==> config.mk <==
export PLATFORM = sky130hd
export DESIGN_NAME = rr_arbiter8_flat
export DESIGN_NICKNAME = d
export VERILOG_FILES = /design/src/rtl/arb_pkg.sv /design/src/rtl/rr_arbiter8_if.sv /design/src/rtl/rr_pick8.sv /design/src/rtl/rr_arbiter8.sv /design/src/flat_wrapper.sv
export SDC_FILE = /design/constraint.sdc
export NUM_CORES = 1
export LEC_CHECK = 0
export CAP_MARGIN = 20
export CORE_MARGIN = 10
export CORE_UTILIZATION = 50
export DETAILED_ROUTE_END_ITERATION = 6
export GPL_TIMING_DRIVEN = 0
export PLACE_DENSITY_LB_ADDON = 0.25
export SKIP_LAST_GASP = 1
export SYNTH_ARGS = -nofsm -noshare
export SYNTH_HDL_FRONTEND = slang
export SYNTH_SLANG_ARGS = --single-unit
==> constraint.sdc <==
create_clock -name clk -period 3.97 [get_ports clk]
set_input_delay 0.9925 -clock clk [delete_from_list [all_inputs] [get_ports clk]]
set_output_delay 0.9925 -clock clk [all_outputs]
set_load 0.01 [all_outputs]
==> src/rtl/arb_pkg.sv <==
// Shared types and constants for the 8-way round-robin arbiter.
package arb_pkg;

  localparam int unsigned NUM_REQ = 8;
  localparam int unsigned IDX_W   = 3;

  typedef enum logic {IDLE, BUSY} arb_state_t;

  typedef logic [IDX_W-1:0]   req_idx_t;
  typedef logic [NUM_REQ-1:0] req_vec_t;

  // One-hot vector with only bit idx set.
  function automatic req_vec_t idx_to_onehot(req_idx_t idx);
    return req_vec_t'(1) << idx;
  endfunction

endpackage

==> src/rtl/rr_arbiter8_if.sv <==
// Request/grant bundle between the requesters (master) and the arbiter (slave).
interface rr_arbiter8_if;
  import arb_pkg::*;

  req_vec_t req;
  req_vec_t gnt;
  req_idx_t sel;
  logic     gnt_valid;
  logic     timeout;

  modport master (
    output req,
    input  gnt,
    input  sel,
    input  gnt_valid,
    input  timeout
  );

  modport slave (
    input  req,
    output gnt,
    output sel,
    output gnt_valid,
    output timeout
  );

endinterface

==> src/rtl/rr_pick8.sv <==
// Rotating priority encoder: first set bit of vec scanning from start upward with mod-8 wrap.
// Rotates vec so start lands on bit 0, finds the lowest set bit, then adds start back.
module rr_pick8
  import arb_pkg::*;
(
  input  req_vec_t vec,
  input  req_idx_t start,
  output logic     found,
  output req_idx_t idx
);

  req_vec_t rot;
  req_idx_t enc;

  // Rotate, fixed-priority encode (lowest index wins), un-rotate.
  always_comb begin
    rot = req_vec_t'({vec, vec} >> start);
    enc = '0;
    for (int i = NUM_REQ - 1; i >= 0; i--) begin
      if (rot[i]) enc = req_idx_t'(i);
    end
    found = |vec;
    idx   = start + enc;
  end

endmodule

==> src/rtl/rr_arbiter8.sv <==
// Round-robin arbiter for one shared 8-input resource. Registered one-hot grant plus select
// index; the grant is held until the owner drops its request, and handoff to the next
// requester happens on the release edge with no idle cycle in between.
// Optional build macro ARB_TIMEOUT_EN: revoke the grant after MAX_HOLD busy cycles when
// another requester is waiting, pulsing timeout alongside the new grant.
module rr_arbiter8
  import arb_pkg::*;
#(
  parameter int unsigned MAX_HOLD = 15
) (
  input  logic          clk,
  input  logic          reset_n,
  rr_arbiter8_if.slave  bus
);

  if (MAX_HOLD == 0 || MAX_HOLD > 255) begin : g_max_hold_check
    $error("rr_arbiter8: MAX_HOLD must be in 1..255");
  end

  arb_state_t state_q, state_d;
  req_idx_t   ptr_q, ptr_d;
  req_idx_t   owner_q, owner_d;
  req_vec_t   gnt_q, gnt_d;

  req_vec_t   pick_vec;
  req_idx_t   pick_start;
  logic       pick_found;
  req_idx_t   pick_idx;

`ifdef ARB_TIMEOUT_EN
  localparam logic [7:0] HoldLim = 8'(MAX_HOLD);

  logic [7:0] cnt_q, cnt_d;
  logic       timeout_q, timeout_d;
`endif

  // While busy, the owner is masked out and the scan starts just past it; when idle, scan
  // from the saved priority pointer.
  always_comb begin
    if (state_q == BUSY) begin
      pick_vec   = bus.req & ~idx_to_onehot(owner_q);
      pick_start = owner_q + 3'd1;
    end else begin
      pick_vec   = bus.req;
      pick_start = ptr_q;
    end
  end

  rr_pick8 u_pick (
    .vec   (pick_vec),
    .start (pick_start),
    .found (pick_found),
    .idx   (pick_idx)
  );

  // Next-state logic: grant from idle, hold, release/handoff and optional forced revoke.
  always_comb begin
    state_d = state_q;
    ptr_d   = ptr_q;
    owner_d = owner_q;
    gnt_d   = gnt_q;
`ifdef ARB_TIMEOUT_EN
    cnt_d     = cnt_q;
    timeout_d = 1'b0;
`endif
    unique case (state_q)
      IDLE: begin
        if (pick_found) begin
          state_d = BUSY;
          owner_d = pick_idx;
          gnt_d   = idx_to_onehot(pick_idx);
`ifdef ARB_TIMEOUT_EN
          cnt_d   = '0;
`endif
        end
      end
      BUSY: begin
        if (!bus.req[owner_q]) begin
          ptr_d = owner_q + 3'd1;
          if (pick_found) begin
            owner_d = pick_idx;
            gnt_d   = idx_to_onehot(pick_idx);
`ifdef ARB_TIMEOUT_EN
            cnt_d   = '0;
`endif
          end else begin
            // owner_d keeps the last owner so sel does not move while idle
            state_d = IDLE;
            gnt_d   = '0;
          end
        end
`ifdef ARB_TIMEOUT_EN
        else if (cnt_q >= HoldLim && pick_found) begin
          ptr_d     = owner_q + 3'd1;
          owner_d   = pick_idx;
          gnt_d     = idx_to_onehot(pick_idx);
          cnt_d     = '0;
          timeout_d = 1'b1;
        end else if (cnt_q != 8'hFF) begin
          cnt_d = cnt_q + 8'd1;
        end
`endif
      end
    endcase
  end

  // State and output registers; reset clears everything immediately, even mid-grant.
  always_ff @(posedge clk or negedge reset_n) begin
    if (!reset_n) begin
      state_q   <= IDLE;
      ptr_q     <= '0;
      owner_q   <= '0;
      gnt_q     <= '0;
`ifdef ARB_TIMEOUT_EN
      cnt_q     <= '0;
      timeout_q <= 1'b0;
`endif
    end else begin
      state_q   <= state_d;
      ptr_q     <= ptr_d;
      owner_q   <= owner_d;
      gnt_q     <= gnt_d;
`ifdef ARB_TIMEOUT_EN
      cnt_q     <= cnt_d;
      timeout_q <= timeout_d;
`endif
    end
  end

  assign bus.gnt       = gnt_q;
  assign bus.sel       = owner_q;
  assign bus.gnt_valid = |gnt_q;
`ifdef ARB_TIMEOUT_EN
  assign bus.timeout   = timeout_q;
`else
  assign bus.timeout   = 1'b0;
`endif

endmodule
==> src/flat_wrapper.sv <==
// flat-port wrapper written by rule: the top's interface ports become plain ports
module rr_arbiter8_flat import arb_pkg::*;
#(
  parameter int unsigned MAX_HOLD = 15
)
  (clk, reset_n, bus_req, bus_gnt, bus_sel, bus_gnt_valid, bus_timeout);
  rr_arbiter8_if bus_i ();
  input  logic clk;
  input  logic reset_n;
  input wire logic [$bits(bus_i.req)-1:0] bus_req;
  output wire logic [$bits(bus_i.gnt)-1:0] bus_gnt;
  output wire logic [$bits(bus_i.sel)-1:0] bus_sel;
  output wire logic [$bits(bus_i.gnt_valid)-1:0] bus_gnt_valid;
  output wire logic [$bits(bus_i.timeout)-1:0] bus_timeout;
  assign bus_i.req = bus_req;
  assign bus_gnt = bus_i.gnt;
  assign bus_sel = bus_i.sel;
  assign bus_gnt_valid = bus_i.gnt_valid;
  assign bus_timeout = bus_i.timeout;
  rr_arbiter8 #(.MAX_HOLD(MAX_HOLD)) u_core (.clk(clk), .reset_n(reset_n), .bus(bus_i));
endmodule
### Word level (Yosys, flattened, before mapping)

Index checks and enable logic that the tools add are counted.

* $add $sub $neg: 2
* $mul: 0
* div/mod/pow operators: 0
* magnitude comparators: 1
* equality and inequality tests: 2
* shifts and indexed selects: 3
* muxes and demuxes: 22
* bitwise operators: 4
* reductions and logical operators: 4

Operators with widths (number)
* $mux W3: 11
* $mux W8: 4
* $pmux W8 S2: 1
* $reduce_or A8 Y1: 2
* $shl A1 B3 Y8 const A: 2
* $shr A16 B3 Y8: 1
* $and A8 B8 Y8: 1
* $not A8 Y8: 1
* $pmux W3 S2: 1
* $lt A3 B4 Y1 const B: 1
* $reduce_and A2 Y1: 2
* $add A3 B1 Y3 const B: 1
* $add A3 B3 Y3: 1
* $bmux W1 S3: 1
* $mux W1: 3
* $ne A2 B1 Y1 const B: 1
* $ne A2 B2 Y1 const B: 1
* $not A1 Y1: 2
* $pmux W1 S2: 1

* register bits: 15
* bits in latches: 0
* RAM bits: 0
* ROM bits: 0
* output and inout port bits: 13
* word-level logic and storage cells: 42
* memories: 0

### Depth between registers and ports, before layout

* depth after elaboration: 18
* mapped depth: 19
* mapped depth without buffers: 17

### Cells and area by module

Synthesis repeated with hierarchy kept, for this count alone.

* cell total of the unflattened synthesis: 157
* area total of the unflattened synthesis: 1586.5 µm²

Modules (own cells, without submodules)
* rr_arbiter8: instances 1, cells an instance 107, area each 1067.3 µm²
* rr_pick8: instances 1, cells an instance 50, area each 519.2 µm²

### Least setup slack after synthesis

OpenSTA, ideal clock, no wires.

* path kind: reg2reg
* from: register u_core.owner_q[0] (netlist: u_core.bus.sel[0])
* to: register u_core.gnt_q[7] (netlist: u_core.bus.gnt[7])
* library setup time: 0.133 ns
* data arrival time: 3.738 ns
* path slack: 0.100 ns
* stages on the path, launching flop included: 19
* path through: dfrtp_1 > inv_1 > ha_1 > mux2_4 > inv_2 > buf_4 > a21oi_2 > a22oi_1 > o211ai_1 > a221oi_1 > o2111ai_1 > a41oi_1 > ha_1 > inv_1 > fa_1 > xnor2_1 > nor4_1 > o2111ai_1 > o211ai_2

* cells in the longest elaborated chain, start to end: 18
* elaborated cells on any way between the ends: 27
* those cells by class: 2 x add/sub; 2 x eq/ne; 3 x shift; 16 x mux; 2 x bitwise; 2 x reduce/logical

RTL lines
* from (decl): line rr_arbiter8.sv:22 `req_idx_t owner_q, owner_d;`
* from (signal assigned): line rr_arbiter8.sv:121 `owner_q <= owner_d;`
* branches (longest 18 deep; another with $add A3 B1 Y3)
* to (signal assigned): line rr_arbiter8.sv:122 `gnt_q <= gnt_d;`
* to (decl): line rr_arbiter8.sv:23 `req_vec_t gnt_q, gnt_d;`

Parallel ways; which one is timed is not known. The select of a mux whose other input is x is not followed.
A chain may end at the register's enable or synchronous reset.

### Worst setup path in the final report

* from: input port bus_req[1]
* to: register u_core.gnt_q[2] (netlist: u_core.bus.gnt[2])

* cells in the longest elaborated chain, start to end: 16
* elaborated cells on any way between the ends: 23
* those cells by class: 1 x add/sub; 2 x eq/ne; 2 x shift; 15 x mux; 1 x bitwise; 2 x reduce/logical

RTL lines
* from (decl): line flat_wrapper.sv:10 `input wire logic [$bits(bus_i.req)-1:0] bus_req;`
* $and A8 B8 Y8: line rr_arbiter8.sv:41 `pick_vec = bus.req & ~idx_to_onehot(owner_q);`
* $mux W8: line rr_arbiter8.sv:40 `if (state_q == BUSY) begin`
* $shr A16 B3 Y8: line rr_pick8.sv:17 `rot = req_vec_t'({vec, vec} >> start);`
* $mux W3 (8 in series): line rr_pick8.sv:20 `if (rot[i]) enc = req_idx_t'(i);`
* $add A3 B3 Y3: line rr_pick8.sv:23 `idx = start + enc;`
* $shl A1 B3 Y8: line arb_pkg.sv:14 `return req_vec_t'(1) << idx;`
* $mux W8: line rr_arbiter8.sv:80 `if (pick_found) begin`
* $mux W8: line rr_arbiter8.sv:78 `if (!bus.req[owner_q]) begin`
* $pmux W8 S2: line rr_arbiter8.sv:66 `unique case (state_q)`

Parallel ways exist; a longest one is shown, timed or not. The select of a mux whose other input is x is not followed.

==> results.json <==
{
  "gp_routability_congestion": 0.971,
  "clockBufferDepth": 2,
  "cts_sinks": 15,
  "portBuffers": 21,
  "overflow": 0,
  "worstMarginPinSlew_ns": 0.663,
  "synthTopCellsByCount": "33 x nand2_1, 23 x o211ai_1, 15 x dfrtp_1",
  "syn_area_per_cell_sq_um": 8.27,
  "htree_levels": 1,
  "min_path_type": "flop to flop",
  "start_util_pct": 52.6,
  "cts_tree": "built",
  "route.detailed.drc": 0,
  "ys_seq_area_share_pct": 23.2,
  "reg2regPathDepth": 18,
  "finalHoldViolations": 0,
  "synth_cell_types": 49,
  "grt_max_degree": 16,
  "ys.flop_type": "dfrtp_1",
  "antenna_left": 0,
  "hp-start": "u_core.ptr_q[2]",
  "avgRoutedWirePerCell_um": 18.8,
  "ctsHoldBuffers": 0,
  "critPathRequiredTime_ns": 4.18,
  "grt_pass1_wl_um": 7470,
  "r2r_slack_ns": 0.12,
  "drt_pass1_iterations": 4,
  "antenna_found_initial": 0,
  "fp-row-count": 20,
  "die_area_sq_mm": 0.00592,
  "cts_root_buffer": "clkbuf_4",
  "dp_hpwl_um": 3380,
  "cp-startpoint": "bus_req[1]",
  "synth_edf_count": 0,
  "min_period_ns": 3.89,
  "min_path_cells": 2,
  "min_period_over_period_pct": 98.0,
  "setup_violations": 0,
  "reg2reg_from": "u_core.bus.sel[0]",
  "drive_gt1_share_pct": 35.7,
  "die_h_um": 76.9,
  "routed-via-count": 1826,
  "yosys_warnings": 0,
  "drt-vias-per-instance": 6.41,
  "ioPinCount": 23,
  "maxCapViolations": 0,
  "yosysMostFrequentCell": "nand2_1",
  "start_kind": "input port",
  "core_sq_mm": 0.00308,
  "max-slew-margin-rel_pct": 55.7,
  "crit_type": "input port to flop",
  "syn_area_sq_mm": 0.00162,
  "cts_buffers": 3,
  "cp_max_fo": 8,
  "tns_ns": 0,
  "grtUsageTotal_pct": 14.9,
  "synth.net_count": 214,
  "hold_slack_ns": 0.494,
  "synth_top_area_share_pct": 23.2,
  "max_freq_mhz": 257,
  "yosys.area.top_type": "dfrtp_1",
  "synth-async-reset-ratio_pct": 100,
  "drt-initial-drc-count": 154,
  "grt_setup_unrepaired": "yes",
  "fill_cells": 210,
  "netlist_top_cells_area": "dfrtp_1 23%, o211ai_1 11%, nand2_1 7.6%, ha_1 5.4%, o2111ai_1 5.4%",
  "clk_latency_ns": 0.29,
  "crit_path_end_kind": "flop",
  "antenna_cells": 0,
  "syn2layout_area_growth_pct": 46.0,
  "fp.dieW_um": 76.9,
  "r2r_end": "u_core.bus.gnt[2]",
  "finalWirelength_um": 5350,
  "postSynthCellCount": 196,
  "fin_nets": 260,
  "clk_pin_slew_ns": 0.09,
  "drv_slew": 0,
  "status": "completed",
  "grt_pass1_vias": 1616,
  "holdPathEnd": "u_core.ptr_q[2]",
  "ys_seq_elements": 15,
  "fin_skew_ns": 0.00332,
  "arrival_ns": 4.10
}
-- worst max path at each step --
stage / depth (start not counted) / end
CTS: 14 / u_core.bus.gnt[3]
detailed placement: 15 / u_core.bus.gnt[6]
finish: 14 / u_core.bus.gnt[2]
global route: 18 / u_core.bus.gnt[2]
global placement: 15 / u_core.bus.gnt[7]
floorplan: 18 / u_core.bus.gnt[7]
-- timing repair --
action                     in CTS  in global routing
setup buffers                   6                 15
pin swaps                       5                 27
setup endpoints to repair       9                  9
resized for setup              22                 48
-- cells by family after synthesis --
logic type | synth area share [%]
xor+xnor | 1.08
compound gates | 31.6
simple gates | 24.7
mux | 5.48
buf+inv | 7.10
other cells | 0.231
fa+ha+maj | 6.64
flops | 23.2
-- cell usage in the layout (no fill, tap or decap), types with 5 or more instances in the layout --
cell / instances
nand2_2: 6
o21ai_0: 5
dlymetal6s2s_1: 7
clkdlybuf4s50_1: 14
o211ai_1: 23
ha_1: 5
nand2b_1: 5
o2111ai_1: 10
dfrtp_1: 13
nand2_1: 27
buf_4: 23
a22oi_1: 5
-- state kept, by name (all words and copies together) (netlist names) --
register / count
u_core.bus.gnt: 8
u_core.bus.sel: 3
u_core.ptr_q: 3
u_core.state_q: 1
-- worst max-delay path: stages --
cell and delay [ns]:
clkdlybuf4s50_1 0.50, nand2_2 0.10, a22oi_2 0.19, o211ai_1 0.17, a221oi_2 0.27, o2111ai_1 0.14
a41oi_1 0.23, ha_2 0.20, inv_2 0.04, fa_2 0.45, xnor2_4 0.24, nor4_2 0.29
o2111ai_1 0.16, o211ai_1 0.12
-- routing by layer --
layer	vias up	wire length, um	global-route usage [%]
met2	75	2890	26.1
met1	882	2080	17.9
li1	855	-	-
met4	0	97	5.02
met5	-	0	0
met3	14	276	2.21
-- cell type report --
cell class	count	area, sq um	area share [%]
plain buffers	13	100	4.23
clock buffers	3	22.5	0.952
well taps	44	55.1	2.33
multi-input cells	159	1380	58.4
inverters	8	37.5	1.59
flip-flops and latches	15	378	16.0
repair buffers	42	385	16.3
clock inverters	1	5.00	0.212
-- stage by stage --
stage	area, sq um	utilization [%]	worst slack, ns	std cells
4_1_cts	2050	66.5	-0.00465	271
5_1_grt	2370	76.9	-0.0857	285
3_5_place_dp	1890	61.3	-0.675	261
3_3_place_gp	1890	61.3	-0.615	261
6_report	2370	76.9	0.0809	285
2_1_floorplan	1620	-	0.0996	196
Power is left out: the tool's default activity adds up to more than one toggle a clock period on the data nets, which glitch-free logic cannot reach.
